### src/rtl/fpu_norm_shift.sv
// fpu_norm_shift: two-stage pipelined normalizer for the FPU datapath.
// Counts the leading zeros of an unnormalized magnitude, left-shifts it so
// its MSB is set, and adjusts the signed exponent by the shift amount.
// Optional build macro FPU_NORM_DENORM_EN: clamp the shift so the exponent
// does not go below EMIN. The result may then stay denormal.
//
// Ports:
//   clk, rst        clock and synchronous active-high reset
//   flush           synchronous pipeline kill (valid bits only)
//   in_valid/ready  input handshake; in_ready is combinational on out_ready
//   in_mant, in_exp unnormalized magnitude and its signed exponent
//   out_valid/ready output handshake
//   out_mant        normalized magnitude
//   out_exp         adjusted signed exponent
//   out_lzc         leading-zero count of the input (WIDTH for zero)
//   out_zero        input magnitude was zero
//   out_uflow       exponent below EMIN, or result left denormal

// 8-bit leading-zero counter leaf; cnt_o = 8 when d_i is zero.
module lzc_8 (
  input  logic [7:0] d_i,
  output logic [3:0] cnt_o,
  output logic       any_o
);
  // The highest set bit is visited last, so it determines the count.
  always_comb begin
    cnt_o = 4'd8;
    for (int i = 0; i < 8; i++) begin
      if (d_i[i]) cnt_o = 4'(7 - i);
    end
    any_o = |d_i;
  end
endmodule

module fpu_norm_shift #(
  parameter int unsigned WIDTH = 32,
  parameter int unsigned EXP_W = 10,
  parameter int          EMIN  = -126
) (
  input  logic                       clk,
  input  logic                       rst,
  input  logic                       flush,
  input  logic                       in_valid,
  output logic                       in_ready,
  input  logic [WIDTH-1:0]           in_mant,
  input  logic [EXP_W-1:0]           in_exp,
  output logic                       out_valid,
  input  logic                       out_ready,
  output logic [WIDTH-1:0]           out_mant,
  output logic [EXP_W-1:0]           out_exp,
  output logic [$clog2(WIDTH):0]     out_lzc,
  output logic                       out_zero,
  output logic                       out_uflow
);

  localparam int unsigned LZW   = $clog2(WIDTH) + 1;
  localparam int unsigned NLEAF = WIDTH / 8;
  localparam int unsigned NLVL  = $clog2(NLEAF);
  localparam int unsigned XW    = EXP_W + 1;
  localparam logic signed [XW-1:0] EMIN_X = XW'(EMIN);

  // ---------------------------------------------------------------
  // LZC tree: lzc_8 leaves, leaf 0 holds the most significant byte
  // ---------------------------------------------------------------
  logic [3:0]     leaf_cnt [NLEAF];
  logic           leaf_any [NLEAF];
  logic [LZW-1:0] node_cnt [NLEAF];
  logic           node_any [NLEAF];
  logic [LZW-1:0] lzc_c;

  for (genvar g = 0; g < NLEAF; g++) begin : g_leaf
    lzc_8 u_lzc (
      .d_i   (in_mant[WIDTH-1-8*g -: 8]),
      .cnt_o (leaf_cnt[g]),
      .any_o (leaf_any[g])
    );
  end

  // Pairwise merge per level: the upper half's count wins when it holds a
  // set bit, otherwise the upper half is all zeros and adds its full size.
  always_comb begin
    for (int unsigned i = 0; i < NLEAF; i++) begin
      node_cnt[i] = LZW'(leaf_cnt[i]);
      node_any[i] = leaf_any[i];
    end
    for (int unsigned l = 0; l < NLVL; l++) begin
      for (int unsigned p = 0; p < (NLEAF >> (l + 1)); p++) begin
        if (!node_any[p << (l + 1)]) begin
          node_cnt[p << (l + 1)] = LZW'(32'd8 << l) + node_cnt[(p << (l + 1)) + (1 << l)];
        end
        node_any[p << (l + 1)] = node_any[p << (l + 1)] | node_any[(p << (l + 1)) + (1 << l)];
      end
    end
    lzc_c = node_cnt[0];
  end

  // ---------------------------------------------------------------
  // Flow control
  // ---------------------------------------------------------------
  logic s1_valid_q;
  logic s2_valid_q;
  logic s1_advance;

  assign s1_advance = !s2_valid_q || out_ready;
  assign in_ready   = !s1_valid_q || s1_advance;

  // ---------------------------------------------------------------
  // Stage S1: register input and its LZC
  // ---------------------------------------------------------------
  logic [WIDTH-1:0] s1_mant_q;
  logic [EXP_W-1:0] s1_exp_q;
  logic [LZW-1:0]   s1_lzc_q;

  always_ff @(posedge clk) begin
    if (rst) begin
      s1_valid_q <= 1'b0;
      s1_mant_q  <= '0;
      s1_exp_q   <= '0;
      s1_lzc_q   <= '0;
    end else begin
      if (flush)         s1_valid_q <= 1'b0;
      else if (in_ready) s1_valid_q <= in_valid;
      if (in_valid && in_ready) begin
        s1_mant_q <= in_mant;
        s1_exp_q  <= in_exp;
        s1_lzc_q  <= lzc_c;
      end
    end
  end

  // ---------------------------------------------------------------
  // S2 input cone: shift amount, shifter, exponent adjust, flags
  // ---------------------------------------------------------------
  logic signed [XW-1:0] exp_x;
  logic signed [XW-1:0] exp_res;
  logic [LZW-1:0]       shift_c;
  logic [WIDTH-1:0]     mant_sh;
  logic [WIDTH-1:0]     mant_d;
  logic [EXP_W-1:0]     exp_d;
  logic                 zero_d;
  logic                 uflow_d;
`ifdef FPU_NORM_DENORM_EN
  logic signed [XW:0]   head_c;
  logic signed [XW:0]   lzc_x;
`endif

  assign exp_x = XW'($signed(s1_exp_q));

`ifdef FPU_NORM_DENORM_EN
  // Headroom above EMIN bounds the shift so the exponent never passes EMIN.
  assign head_c = (XW + 1)'(exp_x) - (XW + 1)'(EMIN);
  assign lzc_x  = $signed((XW + 1)'(s1_lzc_q));

  always_comb begin
    shift_c = s1_lzc_q;
    if (exp_x < EMIN_X)      shift_c = '0;
    else if (head_c < lzc_x) shift_c = head_c[LZW-1:0];
  end
`else
  assign shift_c = s1_lzc_q;
`endif

  assign mant_sh = s1_mant_q << shift_c;
  assign exp_res = exp_x - $signed(XW'(shift_c));

  always_comb begin
    zero_d  = (s1_mant_q == '0);
    mant_d  = mant_sh;
    exp_d   = exp_res[EXP_W-1:0];
`ifdef FPU_NORM_DENORM_EN
    uflow_d = (exp_res < EMIN_X) || !mant_sh[WIDTH-1] || (exp_x < EMIN_X);
`else
    uflow_d = (exp_res < EMIN_X);
`endif
    if (zero_d) begin
      mant_d  = '0;
      exp_d   = '0;
      uflow_d = 1'b0;
    end
  end

  // ---------------------------------------------------------------
  // Stage S2: output registers, held while stalled
  // ---------------------------------------------------------------
  logic [WIDTH-1:0] out_mant_q;
  logic [EXP_W-1:0] out_exp_q;
  logic [LZW-1:0]   out_lzc_q;
  logic             out_zero_q;
  logic             out_uflow_q;

  always_ff @(posedge clk) begin
    if (rst) begin
      s2_valid_q  <= 1'b0;
      out_mant_q  <= '0;
      out_exp_q   <= '0;
      out_lzc_q   <= '0;
      out_zero_q  <= 1'b0;
      out_uflow_q <= 1'b0;
    end else begin
      if (flush)           s2_valid_q <= 1'b0;
      else if (s1_advance) s2_valid_q <= s1_valid_q;
      if (s1_advance && s1_valid_q) begin
        out_mant_q  <= mant_d;
        out_exp_q   <= exp_d;
        out_lzc_q   <= s1_lzc_q;
        out_zero_q  <= zero_d;
        out_uflow_q <= uflow_d;
      end
    end
  end

  assign out_valid = s2_valid_q;
  assign out_mant  = out_mant_q;
  assign out_exp   = out_exp_q;
  assign out_lzc   = out_lzc_q;
  assign out_zero  = out_zero_q;
  assign out_uflow = out_uflow_q;

endmodule
### config.mk
export PLATFORM = sky130hd
export DESIGN_NAME = fpu_norm_shift
export DESIGN_NICKNAME = d
export VERILOG_FILES = /design/src/rtl/fpu_norm_shift.sv
export SDC_FILE = /design/constraint.sdc
export NUM_CORES = 1
export LEC_CHECK = 0
export CELL_PAD_IN_SITES_DETAIL_PLACEMENT = 1
export CELL_PAD_IN_SITES_GLOBAL_PLACEMENT = 2
export CORE_MARGIN = 2
export CORE_UTILIZATION = 32
export CTS_CLUSTER_SIZE = 24
export DETAILED_ROUTE_END_ITERATION = 7
export GPL_TIMING_DRIVEN = 0
export PLACE_DENSITY = 0.82
export SYNTH_ARGS = -nofsm -noshare
export SYNTH_HDL_FRONTEND = slang
export SYNTH_SLANG_ARGS = --single-unit
### constraint.sdc
create_clock -name clk -period 3.3 [get_ports clk]
set_input_delay 0.495 -clock clk [delete_from_list [all_inputs] [get_ports clk]]
set_output_delay 0.495 -clock clk [all_outputs]
set_load 0.05 [all_outputs]
==> impl_metrics.yaml <==
status:
  status: "completed"
min_path:
  min_path_type: "reg -> reg"
  min-delay-start: "out_lzc[0]$_SDFFE_PP0P_"
  whs_path_depth: 2
  hold-path-endpoint: "out_lzc[0]$_SDFFE_PP0P_"
setup_path:
  worstPathCellList: "inv_2 > clkbuf_1 > ha_1 > a21o_1 > a211oi_1 > nand3b_1 > or4_1 > a32oi_1 > o41ai_1"
  critical_path.reg2reg.endpoint: "out_uflow$_SDFFE_PP0P_"
  cp-end-kind: "flop"
  critical-path-max-stage-delay_ps: 510
  timing_worst_setup_path_type: "reg -> reg"
  cpMaxStageDelayCell: "sky130_fd_sc_hd__dfxtp_1"
  critical_path.reg2reg.startpoint: "s1_lzc_q[3]$_SDFFE_PP0P_"
  worst-r2r-setup-slack_ps: 340
  crit_arrival_ps: 3190
  worstPathMaxFanout: 10
  cp_top_family: "compound AO/OA/AOI/OAI gates"
  setup.worst_path.start_class: "flop"
  length_in_cells_of_the_worst_reg_to_reg_path: 9
  critical_path_rt_ps: 3530
  worst_path_buf_inv: 2
timing:
  hold-worst-slack_ps: 453
  final_worst_setup_slack_ps: 337
  max_freq_ghz: 0.338
  final_hold_viol_count: 0
  timing.final.max_slew_violations: 0
  skew_ps: 9.84
  totalNegativeSetupSlack_ps: 0
  worst_slew_pin_slew_ps: 882
  final.min_clock_period_ps: 2960
  fin_crit_sh: 0.898
  setup_viol: 0
  timing.max_slew.rel_slack: 0.406
  grt_setup_unrepaired: "false"
logic_synthesis:
  post_synth_most_frequent_cells: "140 x sky130_fd_sc_hd__nand2_1, 100 x sky130_fd_sc_hd__dfxtp_1, 88 x sky130_fd_sc_hd__a21oi_1"
  ys_seq_area_frac: 0.347
  most_frequently_used_cell_type_in_the_post_synthesis_netlist: "sky130_fd_sc_hd__nand2_1"
  synth_top_area_frac: 0.347
  library_cell_with_the_largest_summed_area_after_synthesis: "sky130_fd_sc_hd__dfxtp_1"
  asyncSetResetFlopFracSynth: 0
  synth-warning-count: 0
  synthesis.instances: 699
  synthesis.area_sq_um: 5760
  synth_fp_nets: 753
  ys_top_cells_by_area: "sky130_fd_sc_hd__dfxtp_1 35%, sky130_fd_sc_hd__nand2_1 9.1%, sky130_fd_sc_hd__mux4_2 9.0%"
  synth_flop_cell: "sky130_fd_sc_hd__dfxtp_1"
  netlist-cell-type-count: 62
  synth_enable_flop_cells: 0
  synth-seq-cells: 100
  syn_avg_cell_area_sq_um: 8.24
cts:
  clk-insertion-delay-late_ps: 360
  post_cts_hold_buffer_count: 0
  cts_buffer_depth: 2
  numCtsBuffers: 9
  cts.clk_slew.worst_paths_ps: 70
  cts.sinks: 100
  cts_tree: "yes"
  cts_root_buf: "sky130_fd_sc_hd__clkbuf_16"
  htree_levels: 3
floorplan:
  boundaryPins: 99
  start_util: 0.323
  floorplan.die.width_um: 138
  die_height_um: 138
  design.die.area_sq_um: 19100
  core_area_sq_um: 17800
  placement_rows: 49
place:
  buffer_ports.inserted: 97
  finalWeightedCongestion: 0.863
  pre_cts_slack_ps: 43.4
  detailedPlacementHpwl_um: 16900
  place_area_sq_um: 7020
drt:
  detail_route.wl_per_cell_um: 20.2
  drt_wl_total_um: 21000
  drt_first_pass_iters: 5
  first_iter_violations: 337
  viasPerCell: 5.55
  route.detailed.drc: 0
  final_antenna_net_count: 0
  dr_total_vias: 5762
power:
  powerDensity_nw_per_um2: 407
  p_leak_nw: 2.64
  max-vdd-ir-drop_v: 0.000240
run:
  cap_violations: 0
grt:
  grt_remaining_overflow: 0
  first_global_vias: 5899
  global_route_wire_length_before_repair_um: 33200
  grt_start_max_net_pins: 15
  number_of_antenna_violations_at_the_first_check_in_global_routing: 0
  global_route.usage.total: 0.219
finish:
  fin_area_sq_um: 7320
  flow.area_growth_from_synthesis_pct: 27.0
  postLayoutCoreUtil: 0.410
  num-nets-final: 860
  drive_above_1_share: 0.0840
  antenna_diode_count: 0
==> flip-flops by register name, indices dropped and copies added (netlist names), 6 cells and up <==
| name | count |
|---|---|
| s1_lzc_q | 6 |
| out_exp | 10 |
| out_lzc | 6 |
| out_mant | 32 |
| s1_exp_q | 10 |
| s1_mant_q | 32 |
==> routing by layer <==
| layer | up-vias | part of all wire | track usage |
|---|---|---|---|
| met4 | 0 | 0.021 | 0.0698 |
| met2 | 131 | 0.47 | 0.366 |
| met3 | 25 | 0.032 | 0.0253 |
| met5 | - | 0 | 0 |
| met1 | 2848 | 0.47 | 0.297 |
| li1 | 2758 | - | - |
==> power breakdown <==
group          switching [mW]  internal (mW)  total, mW
registers              0.0540           1.25       1.31
logic                   0.349          0.254      0.603
clock network           0.463          0.605       1.07
==> per-stage QoR <==
step | instances | total power, mW
after floorplan | 699 | 1.69
after global placement | 1025 | 1.91
after detailed placement | 1025 | 1.93
after CTS | 1040 | 2.99
after global routing | 1039 | 3.09
final | 1039 | 2.98
==> final cells by class <==
| class | instances | area, sq um |
|---|---|---|
| Multi-Input combinational cell | 532 | 3460 |
| Buffer | 50 | 240 |
| Inverter | 15 | 60.1 |
| Clock buffer | 13 | 250 |
| Timing Repair Buffer | 98 | 978 |
| Fill cell | 2142 | 10500 |
| Sequential cell | 100 | 2000 |
| Tap cell | 229 | 287 |
| Clock inverter | 2 | 35.0 |
==> worst register-to-register path: cells and delay by family (launching register included) <==
| family | cells | cell delay [ps] |
|---|---|---|
| DFF | 1 | 510 |
| adders and majority gates | 1 | 360 |
| AOI/OAI and AO/OA | 4 | 880 |
| buffers and inverters | 2 | 460 |
| and+or+nand+nor | 2 | 630 |
==> cells by family (layout without fill, tap and decap cells) <==
group	after synthesis	count (layout)	share of synthesized area
buffers and inverters	67	178	0.0526
AND/OR/NAND/NOR	280	280	0.214
adder cells (fa/ha/maj)	7	7	0.0165
AO/OA/AOI/OAI	183	183	0.198
flip-flops	100	100	0.347
XOR/XNOR	5	5	0.00760
multiplexers	57	57	0.163
==> what timing repair did <==
| item | CTS | global route |
|---|---|---|
| gates resized for setup | 0 | 4 |
| setup buffers | 0 | 1 |
| endpoints found under the setup margin | 0 | 1 |
==> worst max-delay path by stage <==
stage                                  end                      from  cells past startpoint
floorplan           out_uflow$_SDFFE_PP0P_  s1_lzc_q[2]$_SDFFE_PP0P_                     11
global placement    out_uflow$_SDFFE_PP0P_  s1_lzc_q[3]$_SDFFE_PP0P_                     10
detailed placement  out_uflow$_SDFFE_PP0P_  s1_lzc_q[3]$_SDFFE_PP0P_                     10
CTS                 out_uflow$_SDFFE_PP0P_  s1_lzc_q[3]$_SDFFE_PP0P_                     10
global route        out_uflow$_SDFFE_PP0P_  s1_lzc_q[3]$_SDFFE_PP0P_                      9
finish              out_uflow$_SDFFE_PP0P_  s1_lzc_q[3]$_SDFFE_PP0P_                      9
==> layout by cell type (no fill, tap or decap), types with 10 or more instances in the layout <==
cell type / instances
sky130_fd_sc_hd__nand2_1: 140
sky130_fd_sc_hd__dfxtp_1: 100
sky130_fd_sc_hd__clkdlybuf4s50_1: 97
sky130_fd_sc_hd__a21oi_1: 88
sky130_fd_sc_hd__nor2_1: 62
sky130_fd_sc_hd__clkbuf_1: 33
sky130_fd_sc_hd__mux4_2: 23
sky130_fd_sc_hd__nor3_1: 20
sky130_fd_sc_hd__o21ai_0: 20
sky130_fd_sc_hd__mux2i_1: 20
sky130_fd_sc_hd__a22oi_1: 17
sky130_fd_sc_hd__inv_1: 13
sky130_fd_sc_hd__nor4_1: 13
sky130_fd_sc_hd__a211oi_1: 10
(Power assumes the default switching activity.)
